==> src/rtl/receipt_serializer.sv <==
// receipt_serializer: captures one execution receipt record per handshake and
// emits it as a canonical big-endian byte frame on a valid/ready byte stream.
// Frame: version, length (18), pc, opcode, op_a, op_b, mu_delta, status.
// Optional feature macro RECEIPT_SER_CRC_EN appends a CRC-8 byte (poly 0x07).
//
// Handshake semantics: a transfer happens on a rising clk edge where both
// valid and ready are high; valid never depends on ready, and once valid is
// raised the presented data holds stable until the transfer completes.
module receipt_serializer #(
   parameter logic [7:0] FORMAT_VERSION = 8'h01,
   parameter int         FRAME_CNT_W    = 32
) (
   input  logic                   clk,
   input  logic                   rst_n,
   input  logic                   rec_valid,
   output logic                   rec_ready,
   input  logic [31:0]            rec_pc,
   input  logic [7:0]             rec_opcode,
   input  logic [31:0]            rec_op_a,
   input  logic [31:0]            rec_op_b,
   input  logic [31:0]            rec_mu_delta,
   input  logic [7:0]             rec_status,
   output logic [7:0]             out_byte,
   output logic                   out_valid,
   input  logic                   out_ready,
   output logic                   out_last,
   output logic                   busy,
   output logic [FRAME_CNT_W-1:0] frames_out
);

   localparam logic [4:0] LAST_IDX = 5'd19;
`ifdef RECEIPT_SER_CRC_EN
   localparam logic [4:0] FINAL_IDX = 5'd20;
`else
   localparam logic [4:0] FINAL_IDX = 5'd19;
`endif

   typedef enum logic [1:0] {
      IDLE = 2'd0,
      EMIT = 2'd1,
      CRC  = 2'd2
   } state_t;

   state_t      state;
   state_t      state_nxt;
   logic [4:0]  idx;
   logic [4:0]  idx_inc;
   logic [7:0]  next_byte;
   logic        accept;
   logic        hs;
   logic [31:0] cap_pc;
   logic [7:0]  cap_opcode;
   logic [31:0] cap_op_a;
   logic [31:0] cap_op_b;
   logic [31:0] cap_mu_delta;
   logic [7:0]  cap_status;

   assign accept  = (state == IDLE) && rec_valid;
   assign hs      = out_valid && out_ready;
   assign idx_inc = idx + 5'd1;

`ifdef RECEIPT_SER_CRC_EN
   logic [7:0] crc;
   logic [7:0] crc_nxt;

   function automatic logic [7:0] crc8_step(input logic [7:0] c, input logic [7:0] d);
      logic [7:0] r;
      r = c ^ d;
      for (int i = 0; i < 8; i++) begin
         r = r[7] ? ((r << 1) ^ 8'h07) : (r << 1);
      end
      return r;
   endfunction

   assign crc_nxt = crc8_step(crc, out_byte);

   // CRC accumulates every transferred byte of the frame; cleared on accept
   always_ff @(posedge clk or negedge rst_n) begin
      if (!rst_n) begin
         crc <= 8'h00;
      end else if (accept) begin
         crc <= 8'h00;
      end else if (hs) begin
         crc <= crc_nxt;
      end
   end
`endif

   // State register
   always_ff @(posedge clk or negedge rst_n) begin
      if (!rst_n) begin
         state <= IDLE;
      end else begin
         state <= state_nxt;
      end
   end

   // Next-state logic: IDLE -> EMIT on accept, back to IDLE after the final byte
   always_comb begin
      state_nxt = state;
      case (state)
         IDLE: if (rec_valid) state_nxt = EMIT;
`ifdef RECEIPT_SER_CRC_EN
         EMIT: if (hs && (idx == LAST_IDX)) state_nxt = CRC;
         CRC:  if (hs) state_nxt = IDLE;
`else
         EMIT: if (hs && (idx == LAST_IDX)) state_nxt = IDLE;
`endif
         default: state_nxt = IDLE;
      endcase
   end

   // State-decoded outputs
   always_comb begin
      rec_ready = (state == IDLE);
      out_valid = (state != IDLE);
      busy      = (state != IDLE);
   end

   // Byte selected for the index about to be presented
   always_comb begin
      next_byte = 8'h00;
      case (idx_inc)
         5'd1:  next_byte = 8'h12;
         5'd2:  next_byte = cap_pc[31:24];
         5'd3:  next_byte = cap_pc[23:16];
         5'd4:  next_byte = cap_pc[15:8];
         5'd5:  next_byte = cap_pc[7:0];
         5'd6:  next_byte = cap_opcode;
         5'd7:  next_byte = cap_op_a[31:24];
         5'd8:  next_byte = cap_op_a[23:16];
         5'd9:  next_byte = cap_op_a[15:8];
         5'd10: next_byte = cap_op_a[7:0];
         5'd11: next_byte = cap_op_b[31:24];
         5'd12: next_byte = cap_op_b[23:16];
         5'd13: next_byte = cap_op_b[15:8];
         5'd14: next_byte = cap_op_b[7:0];
         5'd15: next_byte = cap_mu_delta[31:24];
         5'd16: next_byte = cap_mu_delta[23:16];
         5'd17: next_byte = cap_mu_delta[15:8];
         5'd18: next_byte = cap_mu_delta[7:0];
         5'd19: next_byte = cap_status;
         default: next_byte = 8'h00;
      endcase
   end

   // Capture register, byte index and registered byte/last outputs
   always_ff @(posedge clk or negedge rst_n) begin
      if (!rst_n) begin
         cap_pc       <= 32'h0;
         cap_opcode   <= 8'h0;
         cap_op_a     <= 32'h0;
         cap_op_b     <= 32'h0;
         cap_mu_delta <= 32'h0;
         cap_status   <= 8'h0;
         idx          <= 5'd0;
         out_byte     <= 8'h00;
         out_last     <= 1'b0;
      end else if (accept) begin
         cap_pc       <= rec_pc;
         cap_opcode   <= rec_opcode;
         cap_op_a     <= rec_op_a;
         cap_op_b     <= rec_op_b;
         cap_mu_delta <= rec_mu_delta;
         cap_status   <= rec_status;
         idx          <= 5'd0;
         out_byte     <= FORMAT_VERSION;
         out_last     <= 1'b0;
      end else if (hs) begin
         if (out_last) begin
            idx      <= 5'd0;
            out_byte <= 8'h00;
            out_last <= 1'b0;
         end else begin
            idx      <= idx_inc;
`ifdef RECEIPT_SER_CRC_EN
            out_byte <= (idx == LAST_IDX) ? crc_nxt : next_byte;
`else
            out_byte <= next_byte;
`endif
            out_last <= (idx_inc == FINAL_IDX);
         end
      end
   end

   // Completed-frame counter, wraps naturally
   always_ff @(posedge clk or negedge rst_n) begin
      if (!rst_n) begin
         frames_out <= '0;
      end else if (hs && out_last) begin
         frames_out <= frames_out + {{(FRAME_CNT_W-1){1'b0}}, 1'b1};
      end
   end

endmodule

==> config.mk <==
export PLATFORM = sky130hd
export DESIGN_NAME = receipt_serializer
export DESIGN_NICKNAME = d
export VERILOG_FILES = /design/src/rtl/receipt_serializer.sv
export SDC_FILE = /design/constraint.sdc
export NUM_CORES = 1
export LEC_CHECK = 0
export BUFFER_PORTS_ARGS = -buffer_cell sky130_fd_sc_hd__buf_2
export CORE_MARGIN = 1.5
export CORE_UTILIZATION = 45
export DETAILED_ROUTE_END_ITERATION = 10
export PLACE_DENSITY = 0.78
export SETUP_SLACK_MARGIN = 0.4
export SYNTH_ARGS = -nofsm -noshare
export SYNTH_HDL_FRONTEND = slang
export SYNTH_SLANG_ARGS = --single-unit
==> constraint.sdc <==
create_clock -name clk -period 3.4 [get_ports clk]
set_clock_uncertainty 0.15 [all_clocks]
set_input_delay 0.34 -clock clk [delete_from_list [all_inputs] [get_ports clk]]
set_output_delay 0.34 -clock clk [all_outputs]
set_load 0.03 [all_outputs]
==> results of run 1 <==
layer usage:
layer  vias to the layer above  global-route usage, %  part of all wire [%]
met4                         0                   9.74                   2.9
met2                       298                   41.2                    50
met5                         -                      0                     0
met3                        57                   5.25                   6.2
met1                      3684                   31.5                    41
li1                       3345                      -                     -
kinds of logic (layout without fill, tap and decap cells):
group / Yosys count / count (layout) / share of synthesized area (%)
other: 0 / 1 / 0
buffers and inverters: 61 / 368 / 3.11
muxes: 153 / 153 / 18.9
and+or+nand+nor: 143 / 143 / 8.64
xor gates and xnor gates: 33 / 33 / 3.17
AOI/OAI and AO/OA: 154 / 154 / 12.8
DFF: 191 / 191 / 52.5
adders and majority gates: 6 / 6 / 0.824
worst min path at each step:
stage,slack (ns),startpoint,cells after the start,end
floorplan,-0.11,rst_n,0,cap_mu_delta[0]
global placement,0.24,rst_n,1,cap_opcode[7]
detailed placement,0.25,rst_n,1,cap_opcode[7]
CTS,0.001,rec_opcode[1],2,cap_opcode[1]
global route,0.003,rec_mu_delta[9],2,cap_mu_delta[9]
finish,0.007,rec_opcode[1],2,cap_opcode[1]
cells in the final DEF (no fill, tap or decap), types with 6 or more instances in the layout:
cell           instances
xnor2_1               21
xor2_1                12
a22o_1                19
a32oi_1                8
dfrtp_1              190
buf_4                 14
a31oi_1                8
o22ai_1               15
a221oi_1              11
inv_6                  6
dlygate4sd3_1        117
o21ai_0               21
nor2_1                18
a21oi_1                9
mux2i_1               10
a222oi_1              11
nand2_1               50
and3_1                10
clkbuf_16             17
inv_1                 12
nand3_1               15
buf_2                190
o21ai_1                7
mux2_2               142
a22oi_1               16
through the flow:
step	instance area, µm²	cells
after floorplan	9100	741
after global placement	10300	1164
after detailed placement	10300	1164
after CTS	12000	1305
after global routing	12100	1314
final	12100	1314
power breakdown:
part	switching (W)	internal, W	leakage [nW]
clock network	0.000942	0.00112	0.287
logic	0.00136	0.00134	2.81
registers	0.000619	0.00303	2.34
worst max-delay path, stage by stage, from the launching register on:
cell     delay (ns)
dfrtp_1        0.65
ha_2           0.53
and2_1         0.39
buf_4          0.23
a21oi_1        0.08
nand2_1        0.08
a22o_1         0.15
nand2_1        0.19
a32oi_1        0.25
flip-flops by register name (all words and copies together) (netlist names):
| name | cells |
|---|---|
| idx | 5 |
| cap_op_a | 32 |
| out_last | 1 |
| state | 1 |
| cap_status | 8 |
| cap_pc | 32 |
| cap_op_b | 32 |
| cap_mu_delta | 32 |
| cap_opcode | 8 |
| out_byte | 8 |
| frames_out | 32 |
Yosys cell counts, types with 2 or more instances:
cell type,number
nand3b_1,3
o32a_1,2
a32o_1,3
and4_1,2
inv_1,12
and3_1,10
or2_1,2
o22ai_1,15
clkbuf_1,23
a31oi_1,8
a22oi_1,16
o211ai_1,4
mux2i_1,10
buf_4,6
and2_1,2
a22o_1,19
a32oi_1,8
nand4_1,5
o21ai_1,7
o21ai_0,21
nor3_2,2
a311oi_1,2
dfrtp_1,191
nand2b_1,3
a222oi_1,11
buf_2,19
xnor2_1,21
xor2_1,12
nor2b_1,6
ha_1,6
nor2_2,2
a221oi_1,11
nor2_1,18
nand2_1,50
a21oi_1,9
nand3_1,15
mux2_2,142
nor4_1,3
o2bb2ai_1,4
nor3_1,5
repair_timing:
action / CTS / global route
hold buffers: 109 / 8
setup buffers: 0 / 0
pin swaps: 0 / 0
hold endpoints to repair: 179 / 8
endpoints found under the setup margin: 2 / 8
gates resized for setup: 1 / 2
area by class of cell:
class,instances,area [µm²]
multi-input combinational,489,4060
sequential,191,4780
antenna,1,2.50
clock buffer,19,433
timing repair buffer,324,2280
clock inverter,13,166
fill,1560,7560
inverter,12,45.0
tap,265,332
==> reports/metrics.yaml, run 1 <==
setup_path:
  end_kind: "flip-flop"
  startpoint_type: "flip-flop"
  startpoint: "idx[0]"
  endpoint: "out_byte[7]"
  r2r_end: "out_byte[7]"
  crit_fanout: 18
  crit_type: "flip-flop to flip-flop"
  r2r_setup_slack_ns: 0.62
  worstPathRequired_ns: 3.59
  r2r_start: "idx[0]"
  cp.arrival_ns: 2.97
  reg2reg_depth: 8
final_layout:
  final_core_util_pct: 61.5
  fin_nets: 1189
  syn_to_final_growth_pct: 32.8
  drive_above_1_share_pct: 38.3
cts:
  ctsHtreeMaxLevel: 4
  cts_root_buffer: "clkbuf_16"
  cts_sinks: 191
  path_clk_slew_ns: 0.07
  clk_latency_ns: 0.44
  cts_tree: "yes"
  cts_buffer_depth: 2
  cts_made_buffers: 17
synth:
  ys_warn_count: 0
  async_flop_share_pct: 100
  yosys-top-cells-area: "dfrtp_1, mux2_2, nand2_1"
  syn_inst: 741
  synth_edf_count: 0
  synth_top_area_cell: "dfrtp_1"
  synth_seq_cells: 191
  seq_area_frac_synth_pct: 52.5
  syn_nets: 895
  yosysUniqueCellTypes: 71
  synthFlopType: "dfrtp_1"
  synth_area_um2: 9100
  avgSynthCellArea_um2: 12.3
  synth_top_area_share_pct: 52.5
detailed_routing:
  drtPass1Iterations: 8
  postRouteAntennaNets: 0
  vias: 7384
  post-route-drc-count: 0
  routed_wl_um: 26100
  viasPerCell: 5.62
  wl_per_cell_um: 19.8
  first_iter_violations: 546
run_status:
  outcome: "finished, final reports clean"
power_and_ir_drop:
  p_total_w: 0.00840
  vdd_drop_max_mv: 0.398
  powerDensity_nw_per_um2: 695
  p_leak_nw: 5.43
min_path:
  min_path_type: "input port to flip-flop"
floorplan:
  boundaryPins: 192
  core_um2: 19700
  floorplan.rows: 51
  die_y_um: 145
  die_area_um2: 21100
  start_util_pct: 46.3
  die-width_um: 145
global_routing:
  grt_pass1_wl_um: 41100
  antenna_found_initial: 1
  grt_pass1_vias: 7579
  grt_max_degree: 89
  overflow: 0
  grt_usage_pct: 24.8
timing:
  grt_setup_unrepaired: "false"
  finalSetupViolCount: 0
  max-slew-margin-rel_pct: 44.5
  worst_slack_ns: 0.620
  hold_viol: 0
  hold_ws_ns: 0.00681
  tightest_slew_ns: 0.832
  fin_tns_setup_ns: 0
  period_needed_ns: 2.78
  fmax_ghz: 0.360
  slew_viol_final: 0
  finalCritPeriodShare_pct: 81.8
job:
  cap_violations: 0
placement:
  io_buffers: 191
  gp_congestion: 0.960
  dp_slack_ns: 0.411
  place.detailed.hpwl_um: 16900
(Power assumes the default switching activity.)
==> inputs of run 2 (changes only) <==
--- a/config.mk
+++ b/config.mk
@@ -5,6 +5,7 @@
 export SDC_FILE = /design/constraint.sdc
 export NUM_CORES = 1
 export LEC_CHECK = 0
+export ABC_AREA = 1
 export BUFFER_PORTS_ARGS = -buffer_cell sky130_fd_sc_hd__buf_2
 export CORE_MARGIN = 1.5
 export CORE_UTILIZATION = 45
==> constraint.sdc (replaced) <==
create_clock -name clk -period 2.6 [get_ports clk]
set_clock_uncertainty 0.15 [all_clocks]
set_input_delay 0.26 -clock clk [delete_from_list [all_inputs] [get_ports clk]]
set_output_delay 0.26 -clock clk [all_outputs]
set_load 0.03 [all_outputs]
==> run 2 against run 1 <==
- design area up 8.4%
- flip-flop and latch count did not move
- die area shrank 0.15%
- setup slack got worse by 0.23 ns
- register-to-register slack got worse by 0.23 ns
- combinational power up 61%
- clock-buffer cell count did not move
- critical path depth grew 4
- first-iteration DRC count increased by 49%
- largest cell class unchanged
- largest power group unchanged
- highest routed layer unchanged
==> reports/metrics.yaml, run 2 <==
final_layout:
  syn_to_final_growth_pct: 44.2
  drive_above_1_share_pct: 23.1  # -15 points
  mostFrequentLayoutCells: "nand2_1, buf_2, dfrtp_1, dlygate4sd3_1"
  fin_nets: 1695  # +43%
  final_cells: 1821  # +39%
  layout_commonest_cell: "nand2_1"
  stdcell_area_um2: 13100  # +8.4%
global_routing:
  grt_usage_pct: 29.0  # +4.2 points
  grt_max_degree: 134  # +51%
  overflow: 0  # unchanged
  grt_pass1_vias: 9496  # +25%
  grt_pass1_wl_um: 47900  # +16%
  antenna_found_initial: 3  # +2
detailed_routing:
  drtPass1Iterations: 5  # -3
  first_iter_violations: 816  # +49%
  postRouteAntennaNets: 0  # unchanged
  viasPerCell: 5.11  # -9.0%
  wl_per_cell_um: 16.8  # -16%
  vias: 9307  # +26%
  routed_wl_um: 30500  # +17%
  post-route-drc-count: 0  # unchanged
synth:
  post-synth-top-count-cell: "nand2_1"
  synth_top_area_share_pct: 52.6  # +0.079 points
  synth_common_cells: "nand2_1, dfrtp_1, nor2_1"
  synth_seq_cells: 191  # unchanged
  syn_inst: 1174  # +58%
  syn_nets: 1328  # +48%
  yosys-top-cells-area: "dfrtp_1, nand2_1, nor2_1"
  seq_area_frac_synth_pct: 52.6  # +0.079 points
  synth_area_um2: 9090  # -0.15%
  async_flop_share_pct: 100  # unchanged
  yosysUniqueCellTypes: 31  # -56%
  synth_edf_count: 0  # unchanged
  synth_top_area_cell: "dfrtp_1"
  avgSynthCellArea_um2: 7.74  # -37%
  ys_warn_count: 0  # unchanged
  synthFlopType: "dfrtp_1"
power_and_ir_drop:
  vdd_drop_max_mv: 0.718  # +80%
  powerDensity_nw_per_um2: 923  # +33%
  p_leak_nw: 6.96  # +28%
placement:
  place.detailed.hpwl_um: 19000  # +13%
  io_buffers: 191  # unchanged
  gp_congestion: 0.919  # -4.2%
  place_area_um2: 10400  # +1.0%
  dp_cells: 1610  # +38%
setup_path:
  cp_common_cell: "nand2_1"
  endpoint: "out_byte[5]"
  r2r_setup_slack_ns: 0.39  # -0.23 ns
  crit_fanout: 8  # -10
  cp.arrival_ns: 2.43  # -0.54 ns
  startpoint: "idx[1]"
  reg2reg_depth: 12  # +4
  worstPathRequired_ns: 2.82  # -0.77 ns
  max_stage_delay_ns: 0.44  # -0.21 ns
  end_kind: "flip-flop"
  slowest_stage: "dfrtp_2"
  r2r_start: "idx[1]"
  crit_type: "flip-flop to flip-flop"
  cp_cell_sequence: "ha_4, inv_2, nand2_2, nand2_4, nand3_4, nor2_4, nor2_1, nand3_1, nor2_2, a21oi_4, nand2_1, nand2_1"
  startpoint_type: "flip-flop"
  r2r_end: "out_byte[5]"
floorplan:
  boundaryPins: 192  # unchanged
  die_area_um2: 21100  # -0.15%
  die-width_um: 145  # about the same
  floorplan.rows: 51  # unchanged
  start_util_pct: 46.3  # -0.070 points
  die_y_um: 145  # about the same
  core_um2: 19700  # unchanged
cts:
  ctsHtreeMaxLevel: 4  # unchanged
  clk_latency_ns: 0.44  # about the same
  cts_buffer_depth: 2  # unchanged
  cts_root_buffer: "clkbuf_16"
  cts_sinks: 191  # unchanged
  cts_made_buffers: 17  # unchanged
  cts_tree: "yes"
  path_clk_slew_ns: 0.07  # about the same
timing:
  hold_viol: 0  # unchanged
  slew_viol_final: 0  # unchanged
  fmax_ghz: 0.452  # +26%
  finalSetupViolCount: 0  # unchanged
  max-slew-margin-rel_pct: 49.0  # +4.5 points
  grt_setup_unrepaired: "true"
  hold_ws_ns: 0.115  # +0.108 ns
  tightest_slew_ns: 0.764  # -0.0677 ns
  fin_tns_setup_ns: 0  # unchanged
  finalCritPeriodShare_pct: 85.0  # +3.3 points
  period_needed_ns: 2.21  # -0.569 ns
job:
  cap_violations: 0  # unchanged
run_status:
  outcome: "finished, final reports clean"
min_path:
  hp-start: "out_ready"
  min_path_type: "input port to flip-flop"
## run 2: how the worst min path moves through the flow
stage	endpoint	slack, ns	cells after the start
floorplan	cap_mu_delta[0]	-0.19	0
detailed placement	frames_out[2]	0.21	1
global placement	frames_out[0]	0.21	1
global route	out_byte[0]	0.12	4
finish	out_byte[0]	0.11	4
CTS	out_byte[0]	0.09	4
## run 2: metal layers
metal / routed length, µm / share of wire, % / global-route usage [%]
met2: 14900 / 49 / 48.8
met4: 1480 / 4.8 / 15.1
met3: 2170 / 7.1 / 5.47
met1: 12000 / 39 / 35.3
met5: 0 / 0 / 0
## run 2: cells by family after synthesis
family | after synthesis | synth area share [%]
and+or+nand+nor | 825 | 37.8
xor gates and xnor gates | 31 | 2.99
adders and majority gates | 6 | 0.826
DFF | 191 | 52.6
buffers and inverters | 89 | 3.77
AOI/OAI and AO/OA | 32 | 2.00
## run 2: timing repair
action                                 in CTS  in global routing
gates resized for setup                    21                 55
endpoints found under the hold margin     216                  0
hold buffers                              146                  0
pin swaps                                  11                 38
setup buffers                               9                 19
gates cloned                                2                  1
setup endpoints to repair                   8                 19
## run 2: where the power goes
part / internal, W / switching, W
Combinational: 0.00169 / 0.00265
Clock: 0.00164 / 0.00118
Sequential: 0.00410 / 0.000837
## run 2: metrics by stage
stage	util [%]	worst slack, ns	power (W)
floorplan	-	0.511	0.00692
global placement	53.0	0.0921	0.00805
detailed placement	53.0	0.0728	0.00813
CTS	64.7	0.393	0.0114
global route	66.7	0.286	0.0128
finish	66.7	0.389	0.0121
## run 2: worst max-delay path: cells and delay by family, from the launching register on
kind	cells	cell delay, ns
AOI/OAI and AO/OA	1	0.25
adders and majority gates	1	0.20
buffers and inverters	1	0.05
DFF	1	0.44
and+or+nand+nor	9	1.04
## run 2: cell type report
type                            instances  area, µm²
Fill cell                            1565       6540
Sequential cell                       191       4790
Multi-Input combinational cell        897       4270
Timing Repair Buffer                  378       2870
Clock buffer                           19        443
Tap cell                              265        332
Inverter                               56        220
Clock inverter                         12        184
Antenna cell                            3       7.51
==> inputs of run 3 (changes only) <==
--- a/config.mk
+++ b/config.mk
@@ -7,7 +7,7 @@
 export LEC_CHECK = 0
 export ABC_AREA = 1
 export BUFFER_PORTS_ARGS = -buffer_cell sky130_fd_sc_hd__buf_2
-export CORE_MARGIN = 1.5
+export CORE_MARGIN = 2
 export CORE_UTILIZATION = 45
 export DETAILED_ROUTE_END_ITERATION = 10
 export PLACE_DENSITY = 0.78
==> run 3 against run 2 <==
- clock-buffer cell count shrank 2
- maximum frequency down 1.3%
- global-route usage shrank 0.70 points
- first-iteration DRC count down 1.2%
- highest routed layer unchanged
==> reports/metrics.yaml, run 3 (same netlist as run 2, synthesis figures left out) <==
floorplan:
  die_area_um2: 21400  # +1.4%
  floorplan.rows: 51  # unchanged
  boundaryPins: 192  # unchanged
  die_y_um: 146  # +0.69%
  die-width_um: 146  # +0.69%
  core_um2: 19700  # unchanged
  start_util_pct: 46.3  # unchanged
timing:
  grt_setup_unrepaired: "true"
  fmax_ghz: 0.446  # -1.3%
  finalSetupViolCount: 0  # unchanged
  worst_slack_ns: 0.359  # -0.0300 ns
  tightest_slew_ns: 0.715  # -0.0490 ns
  fin_tns_setup_ns: 0  # unchanged
  period_needed_ns: 2.24  # +0.0300 ns
  max-slew-margin-rel_pct: 52.1  # +3.1 points
  finalCritPeriodShare_pct: 86.2  # +1.2 points
  slew_viol_final: 0  # unchanged
  hold_viol: 0  # unchanged
placement:
  dp_slack_ns: 0.0764  # +0.00363 ns
  place_area_um2: 10400  # -0.48%
  io_buffers: 191  # unchanged
  place.detailed.hpwl_um: 19100  # +0.41%
  gp_congestion: 0.972  # +5.7%
cts:
  path_clk_slew_ns: 0.07  # about the same
  cts_root_buffer: "clkbuf_16"
  cts_sinks: 191  # unchanged
  ctsHtreeMaxLevel: 4  # unchanged
  cts_buffer_depth: 2  # unchanged
  clk_latency_ns: 0.43  # about the same
  cts_made_buffers: 17  # unchanged
  cts_tree: "yes"
setup_path:
  worstPathRequired_ns: 2.82  # about the same
  crit_fanout: 8  # unchanged
  reg2reg_depth: 12  # unchanged
  startpoint_type: "flip-flop"
  end_kind: "flip-flop"
  crit_type: "flip-flop to flip-flop"
  cp.arrival_ns: 2.46  # +0.03 ns
  r2r_setup_slack_ns: 0.36  # -0.03 ns
detailed_routing:
  post-route-drc-count: 0  # unchanged
  wl_per_cell_um: 16.8  # +0.22%
  routed_wl_um: 30400  # -0.39%
  postRouteAntennaNets: 0  # unchanged
  first_iter_violations: 806  # -1.2%
  viasPerCell: 5.14  # +0.53%
  drtPass1Iterations: 5  # unchanged
  vias: 9300  # -0.075%
power_and_ir_drop:
  p_total_w: 0.0119  # -1.7%
  netSwitchingPower_w: 0.00469  # +0.53%
  vdd_drop_max_mv: 0.549  # -24%
  combPwrFrac_pct: 35.6  # -0.3 points
  p_leak_nw: 6.93  # -0.45%
  power_frac_seq_pct: 41.3  # +0.5 points
  powerDensity_nw_per_um2: 913  # -1.1%
  clockPowerShare_pct: 23.1  # -0.2 points
  swShare_pct: 39.4  # +0.86 points
  p_int_w: 0.00721  # -3.1%
global_routing:
  grt_usage_pct: 28.3  # -0.70 points
  overflow: 0  # unchanged
  grt_max_degree: 134  # unchanged
  antenna_found_initial: 1  # -2
  grt_pass1_wl_um: 47400  # -1.1%
  grt_pass1_vias: 9282  # -2.3%
final_layout:
  nFillCells: 1527  # -2.4%
  seq_area_um2: 4790  # unchanged
  multi_input_area_um2: 4250  # -0.47%
  mostFrequentLayoutCells: "nand2_1, buf_2, dfrtp_1, dlygate4sd3_1, nor2_1"
  layout_commonest_cell: "nand2_1"
  drive_above_1_share_pct: 22.5  # -0.51 points
  final_core_util_pct: 66.3  # -0.38 points
  syn_to_final_growth_pct: 43.4
  stdcell_area_um2: 13000  # -0.56%
  fin_nets: 1685  # -0.59%
run_status:
  outcome: "finished, final reports clean"
min_path:
  hold_depth: 4  # unchanged
  min_path_type: "input port to flip-flop"
job:
  cap_violations: 0  # unchanged
[run 3: worst max-delay path: stages (launching register included)]
cell	delay, ns
dfrtp_2	0.45
ha_4	0.20
inv_2	0.05
nand2_2	0.05
nand2_4	0.16
nand3_4	0.19
nor2_4	0.27
nor2_1	0.07
nand2_1	0.09
nor2_2	0.07
a21oi_4	0.24
nand2_1	0.12
nand2_1	0.07
[run 3: area by class of cell]
| type | instances | area share, % |
|---|---|---|
| inverter | 56 | 1.71 |
| tap | 265 | 2.54 |
| clock buffer | 17 | 3.26 |
| timing repair buffer | 370 | 21.7 |
| multi-input combinational | 895 | 32.6 |
| clock inverter | 15 | 1.48 |
| antenna | 1 | 0.0192 |
| sequential | 191 | 36.7 |
[run 3: path summary, 6_finish.rpt]
kind | from | end
worst max-delay path | idx[1] | out_byte[5]
worst min-delay path | out_ready | out_byte[0]
worst max register to register | idx[1] | out_byte[5]
worst min register to register | frames_out[31] | frames_out[31]
max in group asynchronous | rst_n | cap_op_a[17]
min in group asynchronous | rst_n | frames_out[1]
[run 3: power groups by stage]
stage	Sequential, W	Combinational [W]	Clock, W
after floorplan	0.00472	0.00221	0
after global placement	0.00490	0.00307	0
after detailed placement	0.00490	0.00316	0
after CTS	0.00487	0.00359	0.00278
after global routing	0.00502	0.00464	0.00291
final	0.00492	0.00424	0.00275
[run 3: per-stage QoR]
stage	hold slack, ns	cells
after floorplan	-0.186	1174
after global placement	0.0775	1605
after detailed placement	0.0772	1605
after CTS	0.101	1792
after global routing	0.149	1810
final	0.136	1810
[run 3: metal layers]
metal / GRT usage [%] / wire (µm) / vias to the layer above
li1: - / - / 4328
met1: 34.8 / 11800 / 4402
met2: 48.4 / 14900 / 472
met3: 5.31 / 2270 / 98
met4: 13.0 / 1400 / 0
met5: 0 / 0 / -
[run 3: timing repair]
item | 4_1_cts | 5_1_grt
pin swaps | 9 | 34
buffers inserted | 9 | 16
hold endpoints to repair | 186 | 0
gates cloned | 0 | 1
hold buffers | 146 | 0
endpoints found under the setup margin | 8 | 17
gates resized for setup | 21 | 53
